**config.mk**
```make
export PLATFORM = sky130hd
export DESIGN_NAME = button_pulse_gen
export DESIGN_NICKNAME = d
export VERILOG_FILES = /design/src/rtl/button_pulse_gen.sv
export SDC_FILE = /design/constraint.sdc
export NUM_CORES = 1
export LEC_CHECK = 0
export ABC_CLOCK_PERIOD_IN_PS = 2650
export BUFFER_PORTS_ARGS = -buffer_cell sky130_fd_sc_hd__buf_2
export CAP_MARGIN = 20
export CORE_MARGIN = 4
export CORE_UTILIZATION = 45
export CTS_CLUSTER_DIAMETER = 200
export CTS_CLUSTER_SIZE = 16
export DETAILED_ROUTE_END_ITERATION = 16
export PLACE_DENSITY_LB_ADDON = 0.1
export RECOVER_POWER = 25
export SLEW_MARGIN = 30
export SYNTH_ARGS = -nofsm -noshare
export SYNTH_HDL_FRONTEND = slang
export SYNTH_SLANG_ARGS = --single-unit
```
**constraint.sdc**
```tcl
create_clock -name clk -period 2.65 [get_ports clk]
set_clock_uncertainty 0.1 [all_clocks]
set_input_delay 0.1325 -clock clk [delete_from_list [all_inputs] [get_ports clk]]
set_output_delay 0.1325 -clock clk [all_outputs]
set_load 0.05 [all_outputs]
```
**src/rtl/button_pulse_gen.sv**
```systemverilog
// Two-button conditioner: synchroniser, debouncer and press FSM per button, plus an
// up/down conflict arbiter. Define AUTO_REPEAT_EN to build hold-to-repeat pulse generation.
module button_pulse_gen #(
   parameter int SYNC_STAGES     = 2,
   parameter int DEBOUNCE_CYCLES = 4,
   parameter int REPEAT_DELAY    = 10,
   parameter int REPEAT_PERIOD   = 5,
   parameter int CNT_W           = 24
) (
   input  logic clk,
   input  logic rst,
   input  logic up_raw,
   input  logic down_raw,
   output logic up_pulse,
   output logic down_pulse,
   output logic up_level,
   output logic down_level
);

   // Index 0 is the UP button, index 1 is the DOWN button.
   localparam int NB = 2;

   localparam logic [CNT_W-1:0] DEB_LAST = CNT_W'(DEBOUNCE_CYCLES - 1);
`ifdef AUTO_REPEAT_EN
   localparam logic [CNT_W-1:0] DELAY_LAST  = CNT_W'(REPEAT_DELAY - 1);
   localparam logic [CNT_W-1:0] PERIOD_LAST = CNT_W'(REPEAT_PERIOD - 1);

   typedef enum logic [1:0] {
      ST_RELEASED  = 2'd0,
      ST_HELD      = 2'd1,
      ST_REPEATING = 2'd2
   } state_t;
`else
   typedef enum logic [0:0] {
      ST_RELEASED = 1'b0,
      ST_HELD     = 1'b1
   } state_t;
`endif

   logic [NB-1:0]          raw;
   logic [SYNC_STAGES-1:0] sync_q    [NB];
   logic [SYNC_STAGES-1:0] sync_d    [NB];
   logic [CNT_W-1:0]       deb_cnt_q [NB];
   logic [CNT_W-1:0]       deb_cnt_d [NB];
   logic [NB-1:0]          s;
   logic [NB-1:0]          level_q;
   logic [NB-1:0]          level_d;
   logic [NB-1:0]          pulse_q;
   logic [NB-1:0]          pulse_d;
   logic [NB-1:0]          rise;
   logic [NB-1:0]          fall;
   logic [NB-1:0]          fire;
   logic                   conflict_now;
   logic                   conflict_hold;
   state_t                 state_q   [NB];
   state_t                 state_d   [NB];
`ifdef AUTO_REPEAT_EN
   logic [CNT_W-1:0]       rep_cnt_q [NB];
   logic [CNT_W-1:0]       rep_cnt_d [NB];
`endif

   assign raw = {down_raw, up_raw};

   // Synchroniser shift and debounce counter; level only moves after DEBOUNCE_CYCLES stable samples.
   always_comb begin
      for (int i = 0; i < NB; i++) begin
         sync_d[i]    = {sync_q[i][SYNC_STAGES-2:0], raw[i]};
         s[i]         = sync_q[i][SYNC_STAGES-1];
         level_d[i]   = level_q[i];
         deb_cnt_d[i] = '0;
         if (s[i] != level_q[i]) begin
            if (deb_cnt_q[i] == DEB_LAST) begin
               level_d[i] = s[i];
            end else begin
               deb_cnt_d[i] = deb_cnt_q[i] + 1'b1;
            end
         end
      end
      rise          = level_d & ~level_q;
      fall          = ~level_d & level_q;
      conflict_now  = &level_d;
      // Including the previous levels means the edge on which one button lets go still
      // reloads the survivor, so its repeats resume a full period after the release.
      conflict_hold = conflict_now | (&level_q);
   end

   // Button FSM state register.
   always_ff @(posedge clk or posedge rst) begin
      if (rst) begin
         for (int i = 0; i < NB; i++) begin
            state_q[i] <= ST_RELEASED;
         end
      end else begin
         for (int i = 0; i < NB; i++) begin
            state_q[i] <= state_d[i];
         end
      end
   end

   // Button FSM next state.
   always_comb begin
      for (int i = 0; i < NB; i++) begin
         state_d[i] = state_q[i];
         case (state_q[i])
            ST_RELEASED: begin
               if (rise[i]) state_d[i] = ST_HELD;
            end
            ST_HELD: begin
               if (fall[i]) begin
                  state_d[i] = ST_RELEASED;
`ifdef AUTO_REPEAT_EN
               end else if (!conflict_hold && (rep_cnt_q[i] == '0)) begin
                  state_d[i] = ST_REPEATING;
`endif
               end
            end
`ifdef AUTO_REPEAT_EN
            ST_REPEATING: begin
               if (fall[i]) state_d[i] = ST_RELEASED;
            end
`endif
            default: state_d[i] = ST_RELEASED;
         endcase
      end
   end

   // Button FSM outputs: press/repeat events, repeat counter and conflict-masked pulses.
   always_comb begin
      for (int i = 0; i < NB; i++) begin
         fire[i] = rise[i];
`ifdef AUTO_REPEAT_EN
         rep_cnt_d[i] = '0;
         if (level_d[i]) begin
            if (conflict_hold) begin
               rep_cnt_d[i] = PERIOD_LAST;
            end else if (rise[i]) begin
               rep_cnt_d[i] = DELAY_LAST;
            end else if (state_q[i] != ST_RELEASED) begin
               if (rep_cnt_q[i] == '0) begin
                  rep_cnt_d[i] = PERIOD_LAST;
                  fire[i]      = 1'b1;
               end else begin
                  rep_cnt_d[i] = rep_cnt_q[i] - 1'b1;
               end
            end
         end
`endif
         pulse_d[i] = fire[i] & ~conflict_now;
      end
   end

   always_ff @(posedge clk or posedge rst) begin
      if (rst) begin
         for (int i = 0; i < NB; i++) begin
            sync_q[i]    <= '0;
            deb_cnt_q[i] <= '0;
`ifdef AUTO_REPEAT_EN
            rep_cnt_q[i] <= '0;
`endif
         end
         level_q <= '0;
         pulse_q <= '0;
      end else begin
         for (int i = 0; i < NB; i++) begin
            sync_q[i]    <= sync_d[i];
            deb_cnt_q[i] <= deb_cnt_d[i];
`ifdef AUTO_REPEAT_EN
            rep_cnt_q[i] <= rep_cnt_d[i];
`endif
         end
         level_q <= level_d;
         pulse_q <= pulse_d;
      end
   end

   assign up_pulse   = pulse_q[0];
   assign down_pulse = pulse_q[1];
   assign up_level   = level_q[0];
   assign down_level = level_q[1];

endmodule

```
## Yosys cells after proc, flatten, opt, wreduce, memory -nomap -nowiden

Cells that the tools add are included.

- Bits in registers: 56
- Logic and storage cells: 26

- Add/subtract/negate cells: 2
- Eq/ne operators: 4
- Mux-type cells: 8
- Bitwise gates (word level): 5
- Reduce and logical (&&, ||, !) cells: 1

Operators with widths:

| kind | count |
|---|---|
| $mux W24 | 4 |
| $add A24 B1 Y24 const B | 2 |
| $eq A24 B2 Y1 const B | 2 |
| $mux W1 | 4 |
| $and A1 B1 Y1 | 2 |
| $and A2 B2 Y2 | 1 |
| $ne A1 B1 Y1 | 2 |
| $not A2 Y2 | 1 |
| $reduce_and A2 Y1 | 1 |
| $not A1 Y1 | 1 |

## Logic depth before layout (Yosys ltp)

- Depth after elaboration: 6
- Depth in mapped cells: 6
- Depth with buffers taken out: 5

## Least setup slack after synthesis

Ideal clock, no wire load.

- Path kind: flip-flop to flip-flop
- Start: register deb_cnt_q[0] (netlist bit)
- End: register deb_cnt_q[20] (netlist bit)
- Arrival: 1.809 ns
- Data required time: 2.472 ns
- Slack: 0.663 ns
- Stages on the path, launching flop included: 7
- Path buffers: 1
- Period minus slack after synthesis: 1.987 ns
- Cell sequence: dfrtp_1 -> ha_1 -> nand3_1 -> or4_1 -> clkbuf_1 -> or3_1 -> a21oi_1

RTL lines:

| element | RTL line | source |
|---|---|---|
| start, declared | 43 | `logic [CNT_W-1:0] deb_cnt_q [NB];` |
| start signal, assigned by index | 166 | `deb_cnt_q[i] <= deb_cnt_d[i];` |

==> qor.csv <==
stage,metric,value,unit
final_layout,# diodes,0,
global_route,met3 usage,3.46,%
clock_tree,clk_lat worst skew,310,ps
clock_tree,post_cts resized,0,
yosys,Seq cells post-synth,56,
placement,Buffers on Ports,7,
floorplan,die height,85.6,um
final_layout,"commonest non-fill, non-tap cell in the layout",dfrtp_1,
timing,final slew viol count,0,
power,Leak Pwr,1.17,nW
clock_tree,H-tree Lvls,2,
placement,Cell Count Post-Placement,353,
yosys,post-synth top area share,51.8,%
floorplan,starting density of the core,47.7,%
clock_tree,CTS tree,done,
power,internal power consumption,1.19,mW
timing,Max-slew headroom,37.2,%
critical_path,FF-to-FF path depth,5,
yosys,mapped cell area,0.00271,mm^2
clock_tree,clock sink count,56,
yosys,syn nets,285,
run_status,status,"finished, final reports clean",
power,Power Total,1.79,mW
power,sequential power share,53.8,%
placement,gpl congestion,0.827,
global_route,total track usage,16.8,%
critical_path,Critical R2R Launch,deb_cnt_q[0]$_DFF_PP0_,
clock_tree,CTS Buf Count,5,
power,net switching fraction of the power,33.4,%
worst_hold_path,Hold Crit Class,reg2reg,
final_layout,Layout Utilization,51.9,%
final_layout,P&R area growth vs syn,8.69,%
floorplan,die area,0.00732,mm^2
timing,crit share post-route,83.8,%
detailed_routing,WL per Instance,14.7,um
power,share of total power in the clock network,26.4,%
final_layout,most frequent cells in the layout,"dfrtp_1, nor2_1, nand3_1, a21oi_1, xnor2_1",
detailed_routing,DRT Pass-1 Iters,4,
final_layout,fraction of layout cells with a size suffix above 1,6.16,%
detailed_routing,vias per cell,5.61,
timing,Final Hold Fails,0,
global_route,first-pass GRT wire length,9960,um
critical_path,endpoint type of the worst setup path,flop,
floorplan,Die W,85.6,um
detailed_routing,final WL,5370,um
timing,max frequency,450,MHz
yosys,Yosys cell types,27,
timing,Slew @ Worst Pin,942,ps
timing,fin crit period,2220,ps
power,pwr dens,608,mW/mm^2
critical_path,CP Launch Point,deb_cnt_q[0]$_DFF_PP0_,
global_route,largest net degree at the start of global routing,26,
global_route,grt ovf,0,
yosys,synthesized instance count,279,
clock_tree,Worst-path clk slew,110,ps
yosys,Yosys top cell by area,dfrtp_1,
global_route,met2 Resource Use GR,28.0,%
critical_path,kind of critical path,reg2reg,
final_layout,Nets,297,
yosys,Syn Area/Cell,9.70,um^2
floorplan,Core Footprint,0.00568,mm^2
power,combinational share of power,19.8,%
timing,Final Setup Violations,0,
critical_path,Worst EP arrival,2360,ps
global_route,initial antenna violation count,0,
yosys,synth top area cells,"dfrtp_1, xnor2_1, nor2_1",
detailed_routing,Initial DRC Count,103,
timing,Setup TNS Final,0,ps
global_route,most crowded layer after global routing,met2,
critical_path,reg2reg end,deb_cnt_q[20]$_DFF_PP0_,
detailed_routing,DRC viols,0,
floorplan,Site Rows,27,
power,VDD IR max,0.323,mV
global_route,met1 Use GR,21.8,%
critical_path,Setup crit end,deb_cnt_q[20]$_DFF_PP0_,
critical_path,r2r setup slk,430,ps
timing,RSZ-0062 raised after global routing,false,
run,number of max-cap violations,0,
global_route,vias in the first global route,2126,
clock_tree,Root Driver,clkbuf_8,
detailed_routing,Via Count,2043,
critical_path,CP Launch Type,flop,
yosys,Ys Warns,0,
clock_tree,clk buf depth,2,
timing,worst hold slack,260,ps
critical_path,"Max FO, Critical Path",8,
floorplan,I/O pin count,8,
detailed_routing,ANT nets after route,0,
placement,detailed placement HPWL,3740,um
final_layout,"non-filler cells, final",364,
power,sw power,0.597,mW
critical_path,CP Data Required Time,2790,ps
yosys,register area share after synthesis,51.8,%
[logic make-up after synthesis]
logic type / after synthesis / synth area share, %
AND/OR/NAND/NOR: 129 / 25.8
AO/OA/AOI/OAI: 42 / 9.15
XOR/XNOR: 29 / 9.38
flip-flops: 56 / 51.8
buffers and inverters: 21 / 3.00
adder cells (fa/ha/maj): 2 / 0.924
[cell type report]
class / instances / area [um^2]
Fill cell: 531 / 2730
Tap cell: 72 / 90.1
Inverter: 12 / 45.0
Sequential cell: 56 / 1400
Multi-Input combinational cell: 202 / 1220
Clock inverter: 2 / 16.3
Timing Repair Buffer: 14 / 92.6
Clock buffer: 6 / 72.6
[state kept, by name, summed over array words and instances, names as in the netlist]
register and flops:
level_q 2, sync_d 2, pulse_q 2, deb_cnt_q 48, s 2
[layer usage]
metal,wire length [um],vias to the layer above
met3,127,5
met2,2650,24
met1,2540,982
met5,0,-
li1,-,1032
met4,50,0
[power groups by stage]
| stage | registers (mW) | clock network (mW) | logic, mW |
|---|---|---|---|
| after floorplan | 1.02 | 0 | 0.210 |
| final | 0.963 | 0.473 | 0.354 |
| after global placement | 0.978 | 0 | 0.359 |
| after global routing | 0.973 | 0.529 | 0.400 |
| after CTS | 0.963 | 0.492 | 0.362 |
| after detailed placement | 0.979 | 0 | 0.357 |
[timing repair]
action | CTS | global route
endpoints found under the hold margin | 25 | 0
hold buffers | 3 | 0
setup buffers | 0 | 0
[cells in the mapped netlist]
master / number
a21boi_1: 1
a21oi_1: 16
and3_1: 3
and4_1: 4
buf_2: 1
clkbuf_1: 7
clkbuf_2: 1
dfrtp_1: 56
ha_1: 2
inv_1: 12
nand2_1: 14
nand3_1: 19
nand4_1: 10
nand4_4: 1
nor2_1: 34
nor3_1: 7
nor4_1: 14
nor4b_1: 2
o21ai_0: 11
o21ai_1: 2
o311a_1: 2
o31ai_1: 10
or2_2: 1
or3_1: 9
or4_1: 11
xnor2_1: 16
xor2_1: 13
[critical path, stage by stage, from the launching register on]
cell and delay [ps]:
dfrtp_1 410, ha_1 230, nand3_1 240, or4_1 650, or3_1 350, a21oi_1 170
[per-stage QoR]
stage	worst slack [ps]	instance area (um^2)
final	429	2940
after global routing	255	2940
after CTS	428	2950
after detailed placement	470	2830
after global placement	502	2830
after floorplan	663	2710
[worst min-delay path by stage]
stage                                    from                   end  slack (ps)  cells past startpoint
after global routing      sync_d[1]$_DFF_PP0_        s[1]$_DFF_PP0_         270                      0
after detailed placement                  rst  level_q[1]$_DFF_PP0_         110                      2
after global placement                    rst  pulse_q[0]$_DFF_PP0_          90                      2
after floorplan                      down_raw   sync_d[1]$_DFF_PP0_          60                      0
after CTS                 sync_d[1]$_DFF_PP0_        s[1]$_DFF_PP0_         260                      0
final                     sync_d[1]$_DFF_PP0_        s[1]$_DFF_PP0_         260                      0
No activity file was read; power rests on OpenSTA's default activity.
